==> config.mk <==
export PLATFORM = sky130hd
export DESIGN_NAME = sw_debounce
export DESIGN_NICKNAME = d
export VERILOG_FILES = /design/src/rtl/sw_debounce_pkg.sv /design/src/rtl/sw_debounce_chan.sv /design/src/rtl/sw_debounce.sv
export SDC_FILE = /design/constraint.sdc
export NUM_CORES = 1
export LEC_CHECK = 0
export CAP_MARGIN = 10
export CORE_ASPECT_RATIO = 1.75
export CORE_UTILIZATION = 55
export CTS_BUF_LIST = sky130_fd_sc_hd__clkbuf_4
export CTS_CLUSTER_DIAMETER = 100
export CTS_CLUSTER_SIZE = 10
export DETAILED_ROUTE_END_ITERATION = 10
export GPL_ROUTABILITY_DRIVEN = 0
export PLACE_DENSITY_LB_ADDON = 0.3
export SKIP_CTS_REPAIR_TIMING = 1
export SLEW_MARGIN = 20
export SYNTH_ARGS = -nofsm -noshare
export SYNTH_HDL_FRONTEND = slang
export SYNTH_SLANG_ARGS = --single-unit
==> constraint.sdc <==
create_clock -name clk_sys_i -period 26.8 [get_ports clk_sys_i]
set_input_delay 6.7 -clock clk_sys_i [delete_from_list [all_inputs] [get_ports clk_sys_i]]
set_output_delay 6.7 -clock clk_sys_i [all_outputs]
set_load 0.01 [all_outputs]
==> src/rtl/sw_debounce_pkg.sv <==
// Shared types and constants for the switch debouncer.
// Optional sticky event flags are enabled with SW_DEBOUNCE_STICKY_EN.
package sw_debounce_pkg;

    typedef enum logic [0:0] {
        DbStable,
        DbCounting
    } debounce_state_e;

    localparam int unsigned MinDebounceCycles = 2;

    // Clamp an out-of-range hold time to the shortest legal value.
    function automatic int unsigned legal_cycles(input int unsigned cycles);
        return (cycles < MinDebounceCycles) ? MinDebounceCycles : cycles;
    endfunction

endpackage

==> src/rtl/sw_debounce_chan.sv <==
// One switch channel: two-flop synchroniser, polarity fix, bounce filter FSM
// and registered rise/fall pulses.
module sw_debounce_chan
    import sw_debounce_pkg::*;
#(
    parameter int unsigned DebounceCycles = 250_000,
    parameter bit          ActiveLow      = 1'b1
) (
    input  logic clk_sys_i,
    input  logic rst_sys_i,
    input  logic sw_i,
    output logic sw_o,
    output logic rise_o,
    output logic fall_o,
    output logic edge_d_o
);

    localparam int unsigned Cycles = legal_cycles(DebounceCycles);
    localparam int unsigned CntW   = $clog2(Cycles);
    localparam logic [CntW-1:0] CntMax = CntW'(Cycles - 1);
    localparam logic PadIdle = ActiveLow;

    logic            sync1_q, sync2_q;
    logic            s;
    debounce_state_e state_q, state_d;
    logic [CntW-1:0] cnt_q, cnt_d;
    logic            stable_q, stable_d;
    logic            rise_q, rise_d;
    logic            fall_q, fall_d;

    assign s = sync2_q ^ ActiveLow;

    always_comb begin
        state_d  = state_q;
        cnt_d    = cnt_q;
        stable_d = stable_q;
        rise_d   = 1'b0;
        fall_d   = 1'b0;
        unique case (state_q)
            DbStable: begin
                if (s != stable_q) begin
                    state_d = DbCounting;
                    cnt_d   = '0;
                end
            end
            DbCounting: begin
                if (s == stable_q) begin
                    state_d = DbStable;
                    cnt_d   = '0;
                end else if (cnt_q == CntMax) begin
                    // Terminal compare comes first, so the counter never wraps.
                    stable_d = s;
                    rise_d   = s;
                    fall_d   = ~s;
                    state_d  = DbStable;
                    cnt_d    = '0;
                end else begin
                    cnt_d = cnt_q + 1'b1;
                end
            end
            default: begin
                state_d = DbStable;
                cnt_d   = '0;
            end
        endcase
    end

    always_ff @(posedge clk_sys_i or posedge rst_sys_i) begin
        if (rst_sys_i) begin
            sync1_q  <= PadIdle;
            sync2_q  <= PadIdle;
            state_q  <= DbStable;
            cnt_q    <= '0;
            stable_q <= 1'b0;
            rise_q   <= 1'b0;
            fall_q   <= 1'b0;
        end else begin
            sync1_q  <= sw_i;
            sync2_q  <= sync1_q;
            state_q  <= state_d;
            cnt_q    <= cnt_d;
            stable_q <= stable_d;
            rise_q   <= rise_d;
            fall_q   <= fall_d;
        end
    end

    assign sw_o     = stable_q;
    assign rise_o   = rise_q;
    assign fall_o   = fall_q;
    assign edge_d_o = rise_d | fall_d;

endmodule

==> src/rtl/sw_debounce.sv <==
// Debounce/conditioning stage for nav and DIP switches feeding the GPIO bus.
// Defining SW_DEBOUNCE_STICKY_EN adds evt_clr_i/evt_o sticky event flags.
module sw_debounce
    import sw_debounce_pkg::*;
#(
    parameter int unsigned Width          = 13,
    parameter int unsigned DebounceCycles = 250_000,
    parameter bit          ActiveLow      = 1'b1
) (
    input  logic             clk_sys_i,
    input  logic             rst_sys_i,
    input  logic [Width-1:0] sw_i,
    output logic [Width-1:0] sw_o,
    output logic [Width-1:0] rise_o,
    output logic [Width-1:0] fall_o,
`ifdef SW_DEBOUNCE_STICKY_EN
    input  logic [Width-1:0] evt_clr_i,
    output logic [Width-1:0] evt_o,
`endif
    output logic             change_o
);

    logic [Width-1:0] edge_d;
    logic             change_q, change_d;

    for (genvar i = 0; i < Width; i++) begin : g_chan
        sw_debounce_chan #(
            .DebounceCycles(DebounceCycles),
            .ActiveLow     (ActiveLow)
        ) u_chan (
            .clk_sys_i(clk_sys_i),
            .rst_sys_i(rst_sys_i),
            .sw_i     (sw_i[i]),
            .sw_o     (sw_o[i]),
            .rise_o   (rise_o[i]),
            .fall_o   (fall_o[i]),
            .edge_d_o (edge_d[i])
        );
    end

    // Registered from the channels' next-state pulses so it lines up with rise_o/fall_o.
    assign change_d = |edge_d;

    always_ff @(posedge clk_sys_i or posedge rst_sys_i) begin
        if (rst_sys_i) begin
            change_q <= 1'b0;
        end else begin
            change_q <= change_d;
        end
    end

    assign change_o = change_q;

`ifdef SW_DEBOUNCE_STICKY_EN
    logic [Width-1:0] evt_q, evt_d;

    // Set wins over clear so an event landing with a clear is not lost.
    assign evt_d = (evt_q & ~evt_clr_i) | rise_o | fall_o;

    always_ff @(posedge clk_sys_i or posedge rst_sys_i) begin
        if (rst_sys_i) begin
            evt_q <= '0;
        end else begin
            evt_q <= evt_d;
        end
    end

    assign evt_o = evt_q;
`endif

endmodule
==> results.py <==
metrics = {
    "run_status": {
        "status": "finished clean",
    },
    "cts": {
        "cts_made_buffers": 37,
        "clock_sinks": 313,
        "root_buffer": "clkbuf_4",
        "clockBufferDepth": 3,
        "cts-htree-levels": 2,
        "tritoncts": "yes",
        "clkLatencyLatePin_ps": 710,
        "clkTransAtPathRegs_ps": 120,
    },
    "drt": {
        "dr.pass1.iters": 5,
        "drc": 0,
        "ant_nets": 0,
        "viasPerCell": 5.98,
        "first_iter_violations": 680,
        "drt-wirelength-per-cell_um": 15.2,
        "dr_total_vias": 12800,
        "wl_um": 32700,
    },
    "die": {
        "die-area_um2": 29000,
        "die_x_um": 129,
        "rows": 81,
        "io_pins": 55,
        "start_util": 0.559,
        "fp.dieH_um": 225,
        "core-area_um2": 27900,
    },
    "synth": {
        "synth-simple-area-share": 0.252,
        "postSynthCellCount": 1732,
        "synth_edf_count": 0,
        "synthAdderAreaFrac": 0.0104,
        "synth-xor-area-share": 0.0253,
        "synth-warning-count": 0,
        "syn_nets": 1760,
        "synth_area_leaders": "dfrtp_1 46%, o21ai_0 8.6%, nand2_1 6.1%, dfstp_2 4.4%, nor2_1 3.9%",
        "syn_area_um2": 15600,
        "synthMuxAreaShare": 0.000642,
        "synth_area_per_cell_um2": 9.00,
        "ys_types": 59,
        "ys_ff_latch": 313,
        "synth_compound_area_frac": 0.173,
        "netlist.area_leader.share": 0.461,
        "async_flop_share": 1.00,
        "yosysSeqAreaShare": 0.505,
        "ys.flop_type": "dfrtp_1",
        "synth_top_family_by_area": "simple AND/OR/NAND/NOR gates",
        "yosys.area.top_type": "dfrtp_1",
    },
    "critical_path": {
        "criticalPathCategory": "reg2out",
        "crit_required_ps": 20100,
        "startpoint_type": "flop",
        "timing.critical_path.buf_inv": 1,
        "critPathMaxStageDelay_ps": 560,
        "crit_chain": "clkdlybuf4s50_1",
        "crit_slowest_cell": "clkdlybuf4s50_1",
        "worstPathMaxFanout": 5,
        "crit_path_end_kind": "primary output",
        "worstPathArrival_ps": 1700,
        "crit_family": "buffers and inverters",
    },
    "power_and_ir_drop": {
        "powerDensity_nw_per_um2": 47.9,
        "p_leak_nw": 6.75,
        "power.total_mw": 0.799,
        "vdd_drop_max_mv": 0.0387,
    },
    "sta": {
        "setup_violations": 0,
        "fin_setup_tns_ps": 0,
        "holdWs_ps": 345,
        "fmax_mhz": 119,
        "min_period_ps": 8400,
        "fin_crit_sh": 0.313,
        "slew_headroom": 0.285,
        "skew_ps": 60.5,
        "hold_viol_final": 0,
        "grt_setup_unrepaired": "no",
        "tightest_slew_ps": 1070,
        "finalWorstSetupSlack_ps": 18400,
        "maxSlewViolCount": 0,
    },
    "finish": {
        "syn2layout_area_growth_pct": 7.02,
        "fin_util": 0.599,
        "finish.instance_area_um2": 16700,
        "drive_gt1_frac": 0.0684,
        "final_cell_count_no_fill": 2144,
        "multiInputGateArea_um2": 7210,
        "nNetsFinal": 1771,
        "ff_latch_area_um2": 7870,
        "n_fill_cell": 2429,
    },
    "placement": {
        "portBuffers": 54,
        "placed_area_um2": 16200,
        "post-place-ws_ps": 17920,
        "dpl.cell_count": 2077,
        "hpwl_um": 21900,
    },
    "global_route": {
        "grt_pass1_vias": 12500,
        "grt_util_all_layers": 0.236,
        "grt.overflow.total": 0,
        "grt_pass1_wl_um": 56500,
        "grt_max_degree": 185,
        "grt_antenna_before_repair": 2,
    },
    "job": {
        "max_cap_violations": 0,
    },
    "hold_path": {
        "hp-class": "reg2reg",
    },
}
[cell type report]
cell class	count	share of cell area
sequential	313	0.471
multi-input combinational	1321	0.432
timing repair buffer	60	0.0359
clock buffer	64	0.0288
tap	373	0.0280
inverter	10	0.00270
clock inverter	2	0.000750
antenna	1	0.000150
[kinds of logic after synthesis]
kind of cell | Yosys count
AND/OR/NAND/NOR | 790
adder cells (fa/ha/maj) | 13
buffers and inverters | 98
AO/OA/AOI/OAI | 472
XOR/XNOR | 45
flip-flops | 313
multiplexers | 1
[where the power goes]
part | internal [mW] | switching (mW)
combinational | 0.0123 | 0.0311
sequential | 0.480 | 0.00671
clock | 0.107 | 0.161
[final timing paths]
kind,from,to,slack (ps),depth (start not counted)
max,g_chan[0].u_chan.sw_o,sw_o[0],18400,1
min,g_chan[10].u_chan.sync1_q,g_chan[10].u_chan.sync2_q,340,0
max reg2reg,g_chan[5].u_chan.cnt_q[6],g_chan[5].u_chan.cnt_q[6],24150,6
min reg2reg,g_chan[10].u_chan.sync1_q,g_chan[10].u_chan.sync2_q,340,0
max in group asynchronous,rst_sys_i,g_chan[12].u_chan.cnt_q[8],18650,3
min in group asynchronous,rst_sys_i,g_chan[6].u_chan.cnt_q[7],6580,2
[synthesized netlist by cell type, types with 26 or more instances]
master / number
clkbuf_1: 39
dfrtp_1: 287
o31ai_1: 27
nand4_1: 56
buf_4: 39
o21ai_0: 269
a22o_1: 26
a21oi_1: 36
nor3_1: 34
nor2_1: 163
a31oi_1: 67
xnor2_1: 27
and3_1: 38
and2_1: 27
nand2_1: 253
nand3_1: 95
dfstp_2: 26
[placed cells by master, fill, tap and decap left out, drive strengths merged, types with 7 or more instances in the layout]
cell / n
nor4b: 15
and4: 19
a22o: 26
a21oi: 36
inv: 12
dfstp: 26
nand2: 253
nor2b: 21
and3: 38
nand4: 56
clkbuf: 64
o31ai: 28
and2: 29
o21ai: 293
xor2: 18
dfrtp: 287
or2: 8
nor2: 165
nor4bb: 7
nand3: 95
ha: 13
nor3: 34
xnor2: 27
a31oi: 67
nor4: 17
clkdlybuf4s50: 54
[flip-flops by register name, summed over array words and instances, names as in the netlist]
| signal | count |
|---|---|
| g_chan.u_chan.cnt_q | 234 |
| g_chan.u_chan.fall_o | 13 |
| g_chan.u_chan.rise_o | 13 |
| g_chan.u_chan.state_q | 13 |
| g_chan.u_chan.sw_o | 13 |
| g_chan.u_chan.sync1_q | 13 |
| g_chan.u_chan.sync2_q | 13 |
| change_o | 1 |
[per-layer routing]
metal	vias up	routed length (um)	GRT usage
met2	251	16700	0.418
li1	6274	-	-
met5	-	11	0
met1	6221	13500	0.277
met4	2	1120	0.101
met3	75	1300	0.0392
No activity file was read; power rests on OpenSTA's default activity.
